**config.mk**
```make
export PLATFORM = sky130hd
export DESIGN_NAME = port_rst_arb
export DESIGN_NICKNAME = d
export VERILOG_FILES = /design/src/rtl/port_rst_arb.sv
export SDC_FILE = /design/constraint.sdc
export NUM_CORES = 1
export LEC_CHECK = 0
export BUFFER_PORTS_ARGS = -buffer_cell sky130_fd_sc_hd__buf_4
export CAP_MARGIN = 10
export CORE_MARGIN = 4
export CORE_UTILIZATION = 35
export CTS_BUF_LIST = sky130_fd_sc_hd__clkbuf_8
export CTS_CLUSTER_SIZE = 25
export DETAILED_ROUTE_END_ITERATION = 8
export PLACE_DENSITY = 0.55
export SLEW_MARGIN = 20
export SYNTH_ARGS = -nofsm -noshare
export SYNTH_HDL_FRONTEND = slang
export SYNTH_SLANG_ARGS = --single-unit
```
**constraint.sdc**
```tcl
create_clock -name sys_clk -period 3.26 [get_ports sys_clk]
set_input_delay 0.489 -clock sys_clk [delete_from_list [all_inputs] [get_ports sys_clk]]
set_output_delay 0.489 -clock sys_clk [all_outputs]
set_load 0.03 [all_outputs]
```
**src/rtl/port_rst_arb.sv**
```systemverilog
// rtl/port_rst_arb.sv - round-robin arbiter sequencing one per-port soft reset at a time
// Each grant: hold rstn_port low HOLD_CYC cycles, settle SETTLE_CYC cycles, then 4-phase ack.
module port_rst_arb #(
  parameter int N_REQ      = 4,
  parameter int HOLD_CYC   = 64,
  parameter int SETTLE_CYC = 128
) (
  input  logic                     sys_clk,
  input  logic                     arstn,
  input  logic                     sys_ready,
  input  logic [N_REQ-1:0]         rst_req,
  output logic [N_REQ-1:0]         rst_ack,
  output logic [N_REQ-1:0]         rstn_port,
  output logic                     busy,
  output logic [$clog2(N_REQ)-1:0] cur_id
);

  localparam int IDW  = $clog2(N_REQ);
  localparam int MAXC = (HOLD_CYC > SETTLE_CYC) ? HOLD_CYC : SETTLE_CYC;
  localparam int CW   = (MAXC > 1) ? $clog2(MAXC) : 1;

  typedef logic [IDW-1:0] id_t;
  typedef logic [CW-1:0]  cnt_t;

  typedef enum logic [3:0] {
    IDLE   = 4'b0001,
    HOLD   = 4'b0010,
    SETTLE = 4'b0100,
    ACK    = 4'b1000
  } state_t;

  state_t state;
  cnt_t   cnt;
  id_t    ptr;
  id_t    grant;
  id_t    next_ptr;
  logic   found;
  int     s;

  // First requester at or above ptr, wrapping past N_REQ-1 back to 0.
  always_comb begin
    grant = ptr;
    found = 1'b0;
    s     = 0;
    for (int i = 0; i < N_REQ; i++) begin
      s = int'(ptr) + i;
      if (s >= N_REQ) s = s - N_REQ;
      if (!found && rst_req[id_t'(s)]) begin
        grant = id_t'(s);
        found = 1'b1;
      end
    end
  end

  assign next_ptr = (cur_id == id_t'(N_REQ - 1)) ? '0 : cur_id + id_t'(1);

  always_ff @(posedge sys_clk or negedge arstn) begin
    if (!arstn) begin
      state     <= IDLE;
      cnt       <= '0;
      ptr       <= '0;
      cur_id    <= '0;
      rstn_port <= '1;
      rst_ack   <= '0;
      busy      <= 1'b0;
    end else begin
      case (state)
        IDLE: begin
          if (sys_ready && found) begin
            state            <= HOLD;
            cur_id           <= grant;
            rstn_port[grant] <= 1'b0;
            cnt              <= '0;
            busy             <= 1'b1;
          end
        end
        HOLD: begin
          if (cnt == cnt_t'(HOLD_CYC - 1)) begin
            state     <= SETTLE;
            rstn_port <= '1;
            cnt       <= '0;
          end else begin
            cnt <= cnt + cnt_t'(1);
          end
        end
        SETTLE: begin
          if (cnt == cnt_t'(SETTLE_CYC - 1)) begin
            state           <= ACK;
            rst_ack[cur_id] <= 1'b1;
            cnt             <= '0;
          end else begin
            cnt <= cnt + cnt_t'(1);
          end
        end
        ACK: begin
          // Handshake closes only when the granted requester lets go.
          if (!rst_req[cur_id]) begin
            state   <= IDLE;
            rst_ack <= '0;
            ptr     <= next_ptr;
            busy    <= 1'b0;
          end
        end
        default: begin
          state     <= IDLE;
          cnt       <= '0;
          rstn_port <= '1;
          rst_ack   <= '0;
          busy      <= 1'b0;
        end
      endcase
    end
  end

endmodule
```
After elaboration in Yosys (flattened, before gate mapping) --
Index checks and enable logic that the tools add are counted.
Cells by class: add/subtract/negate cells 9, bitwise operators 8, reduce and logical (&&, ||, !) cells 19, equality and inequality tests 11, magnitude comparators 12, mux-type cells 45
Operator list (number):
- $mux 4 | 8
- $pmux 7 s4 | 1
- $pmux 4 s3 | 2
- $mux 7 | 3
- $lt 2x3->1 const B | 6
- $mux 2 | 9
- $pmux 4 s4 | 1
- $mux 1 | 13
- $bmux 1 s2 | 5
- $ge 3x3->1 const B | 3
- $reduce_and 3->1 | 3
- $ne 2x2->1 const B | 4
- $sub 2x1->2 const B | 4
- $add 7x1->7 const B | 1
- $eq 7x6->1 const B | 1
- $eq 7x7->1 const B | 1
- $add 2x2->3 const B | 2
- $logic_and 1x1->1 | 6
- $reduce_and 2->1 | 3
- $reduce_or 2->1 | 3
- $not 1->1 | 5
- $and 4x4->4 | 1
- $demux 1 s2 | 2
- $eq 4x1->1 const B | 1
- 13 further kinds | 16
Storage, ports and cells: register bits 24, input port bits 7, output and inout bits 11

Longest topological paths before layout --
depth in word-level cells 22, mapped depth 6

Worst setup path after synthesis --
No wires, ideal clock.
kind register to register, start point register cur_id[0], end point register ptr[0], slack 1439 ps, clock period less this slack 1821 ps, setup time 125 ps, stages on the path, launching flop included 6, data arrival time 1696 ps, path through dfrtp_1 > mux2_2 > nor2_1 > a21oi_1 > nor3_1 > mux2_2
Between the ends: word-level cells in the longest chain between the ends 4
Ends and longest elaborated chain:
- from (decl) | RTL line 15 | output logic [$clog2(N_REQ)-1:0] cur_id
- from (signal assigned) | RTL line 71 | cur_id <= grant;
- $bmux 1 s2 | RTL line 97 | if (!rst_req[cur_id]) begin
- $mux 1 (implied by the code) | RTL line 97
- $not 1->1 (no line)
- $reduce_and 2->1 (no line)
- to (signal assigned) | RTL line 100 | ptr <= next_ptr;
- to (decl) | RTL line 34 | id_t ptr;
Parallel ways exist; a longest one is shown, timed or not. The select of a mux whose other input is x is not followed. A chain may end at the register's enable or synchronous reset.

Worst setup path after layout --
start point register cnt[0], end point register cnt[3]
Between the ends: word-level cells in the longest chain between the ends 3
Ends and longest elaborated chain:
- from (decl) | RTL line 33 | cnt_t cnt;
- from (signal assigned) | RTL line 83 | cnt <= cnt + cnt_t'(1);
- from (signal assigned) | RTL line 92 | cnt <= cnt + cnt_t'(1);
- $add 7x1->7, or another cell as far along | RTL line 83, 92
- $mux 7 (on tied branches) | RTL line 87, 78
- $pmux 7 s4 * | RTL line 67 | case (state)
Every way passes the cells marked *; elsewhere a longest branch is shown, timed or not.

==> qor.txt <==
Main synth FF type -> dfrtp_1
Final cell count without fillers -> 215
Slew @ Worst Pin -> 0.447 ns
RSZ-0062 raised after global routing -> no
Post-Syn Nets -> 161
Worst Hold Class -> in -> async
Synth Instances -> 149
DR WL/cell -> 13.7 µm
I/O Pins -> 18
Crit path capture type -> flop
Initial drt markers -> 57
Ys Warns -> 0
Synthesized cell area -> 1400 µm²
Maximum vdd drop -> 254 µV
Total vias in the final route -> 1132
Largest family of logic cells by synthesized area -> compound AO/OA/AOI/OAI gates
Worst hold slack -> 0.101 ns
Synth Register Bits -> 24
Power, Total -> 1.16 mW
Post-DR vias/cell -> 5.27
GR Overflow Total -> 0
Total leakage power -> 0.687 nW
Routed Antenna Nets -> 0
Synth Area in Compound Gates -> 0.224
Mean Syn Cell Area -> 9.39 µm²
WL final -> 2950 µm
WS Path Type -> reg -> reg
Setup Skew -> 0.00697 ns
Site Rows -> 22
Vias in the first global route -> 1143
Pin count of the biggest net entering global routing -> 25
Critical path cell sequence -> ha_1, and3_2, a211o_1, a211o_2, nor3_1, a211o_1
Slew HR -> 0.701
Post-synth cell types -> 45
GRT Overall Usage -> 0.128
Detailed Routing Iterations Pass 1 -> 4
Placed Instances -> 211
Share of layout cells above drive strength 1 -> 0.240
Setup Fix Bufs, Post-CTS -> 0
Data required time of the worst path -> 3.48 ns
Final min period -> 1.89 ns
Starting density of the core -> 0.371
Status -> finished, final reports clean
CTS tree -> built
Clock slew seen by the registers of the worst setup and hold paths -> 0.09 ns
Pwr Density -> 712 nW/µm²
Die height -> 71.2 µm
Core Box Area -> 3770 µm²
Sequential element share of the synthesized area -> 0.434
CP dominant cell by count -> a211o_1
Die ar. -> 5070 µm²
Synth Area in XOR/XNOR -> 0.0250
Die width -> 71.2 µm
Number of max-cap violations -> 0
Ant. Diodes -> 0
Routability Congestion -> 0.786
Layout Nets -> 180
CP Launch Type -> flop
FMAX -> 530 MHz
Ys async rst share -> 1.00
First-pass GRT wire length -> 5290 µm
CP max-delay cell -> dfrtp_1
Clk_lat worst skew -> 0.27 ns
CTS Hold Buffers Added -> 0
Slew Viols, Final -> 0
Fin crit share -> 0.579
# port buffers -> 17
Final setup TNS -> 0 ns
CTS resizes -> 0
Clock root buffer -> clkbuf_8
Multiplexer share of the synthesized area -> 0.0313
Most frequent cells in the layout -> dfrtp_1, buf_4, nand2_1, o21ai_0, a21oi_1
CP max stage delay -> 0.42 ns
Adder-Cell Fraction of Synth Area -> 0.0447
Num CTS Buffers -> 3
Worst-case clock buffer depth -> 2
Antenna violations before repair -> 0
Commonest non-fill, non-tap cell in the layout -> dfrtp_1
Hpwl dp -> 2170 µm
H-Tree Depth -> 1
Clock sinks -> 24
Final setup fails -> 0
Synth Area in Simple Gates -> 0.204
Hold Violations, Final -> 0
CP arrival -> 2.10 ns
EDFF count, synth -> 0
Drt drc -> 0
Syn-to-layout area delta -> 16.3%
Crit-path max FO -> 7
[metal layers]
metal / part of all wire / global-route usage / routed length, µm / vias up
li1: - / - / - / 570
met1: 0.49 / 0.183 / 1440 / 534
met2: 0.44 / 0.183 / 1310 / 23
met3: 0.048 / 0.0309 / 141 / 5
met4: 0.019 / 0.0543 / 55 / 0
met5: 0 / 0 / 0 / -
[registers in the layout, indices dropped and copies added, names as in the netlist]
| register | count |
|---|---|
| cnt | 7 |
| ptr | 2 |
| rstn_port | 4 |
| cur_id | 2 |
| rst_ack | 4 |
| state | 4 |
| busy | 1 |
[where the power goes]
part / internal [mW] / total (mW) / switching, mW / leakage [nW]
registers: 0.376 / 0.456 / 0.0806 / 0.311
clock network: 0.108 / 0.205 / 0.0970 / 0.0288
logic: 0.199 / 0.497 / 0.299 / 0.347
total: 0.682 / 1.16 / 0.476 / 0.687
[critical path, delay by kind of cell (launching register included)]
kind | cells | cell delay [ns]
AO/OA/AOI/OAI | 3 | 0.73
AND/OR/NAND/NOR | 2 | 0.44
flip-flops | 1 | 0.42
adder cells (fa/ha/maj) | 1 | 0.25
[cells by family (layout without fill, tap and decap cells)]
kind of cell | count (synthesis) | in the layout
AND/OR/NAND/NOR | 52 | 52
AO/OA/AOI/OAI | 47 | 47
flip-flops | 24 | 24
buffers and inverters | 13 | 31
adder cells (fa/ha/maj) | 5 | 5
XOR/XNOR | 4 | 4
multiplexers | 4 | 4
[stage by stage]
stage,setup WS [ns],utilization,cell area (µm²)
floorplan,1.44,-,1400
global placement,1.43,0.417,1570
detailed placement,1.34,0.417,1570
CTS,1.38,0.431,1630
global route,1.26,0.431,1630
finish,1.37,0.431,1630
[path summary, 6_finish.rpt]
| kind | slack (ns) | cells past startpoint | to | start |
|---|---|---|---|---|
| max | 1.37 | 6 | cnt[3] | cnt[0] |
| min | 0.10 | 1 | rst_ack[0] | arstn |
| max reg2reg | 1.37 | 6 | cnt[3] | cnt[0] |
| min reg2reg | 0.51 | 1 | rstn_port[2] | rstn_port[2] |
| max in group asynchronous | 2.86 | 1 | rstn_port[0] | arstn |
| min in group sys_clk | 0.51 | 1 | rstn_port[2] | rstn_port[2] |
[cell type report]
cell class	count	area, µm²
sequential	24	607
tap	48	60.1
multi-input combinational	112	739
clock buffer	4	55.1
timing repair buffer	17	128
inverter	10	37.5
fill	364	2140
[Yosys cell counts, types with 2 or more instances]
library cell	number	share of area
o2bb2ai_1	2	0.013
buf_2	3	0.011
nor3_1	4	0.014
inv_1	10	0.027
o31ai_1	2	0.011
nand3_1	3	0.011
nor2b_1	3	0.013
dfstp_2	5	0.094
a211o_1	2	0.013
dfrtp_1	19	0.34
nand2_1	15	0.040
xnor2_1	4	0.025
o21ai_0	13	0.047
nor4b_2	2	0.021
o21ai_2	2	0.013
nand2b_1	2	0.0089
mux2_2	3	0.024
a21oi_1	13	0.047
ha_1	5	0.045
nor2_1	12	0.032
(Power assumes the default switching activity.)
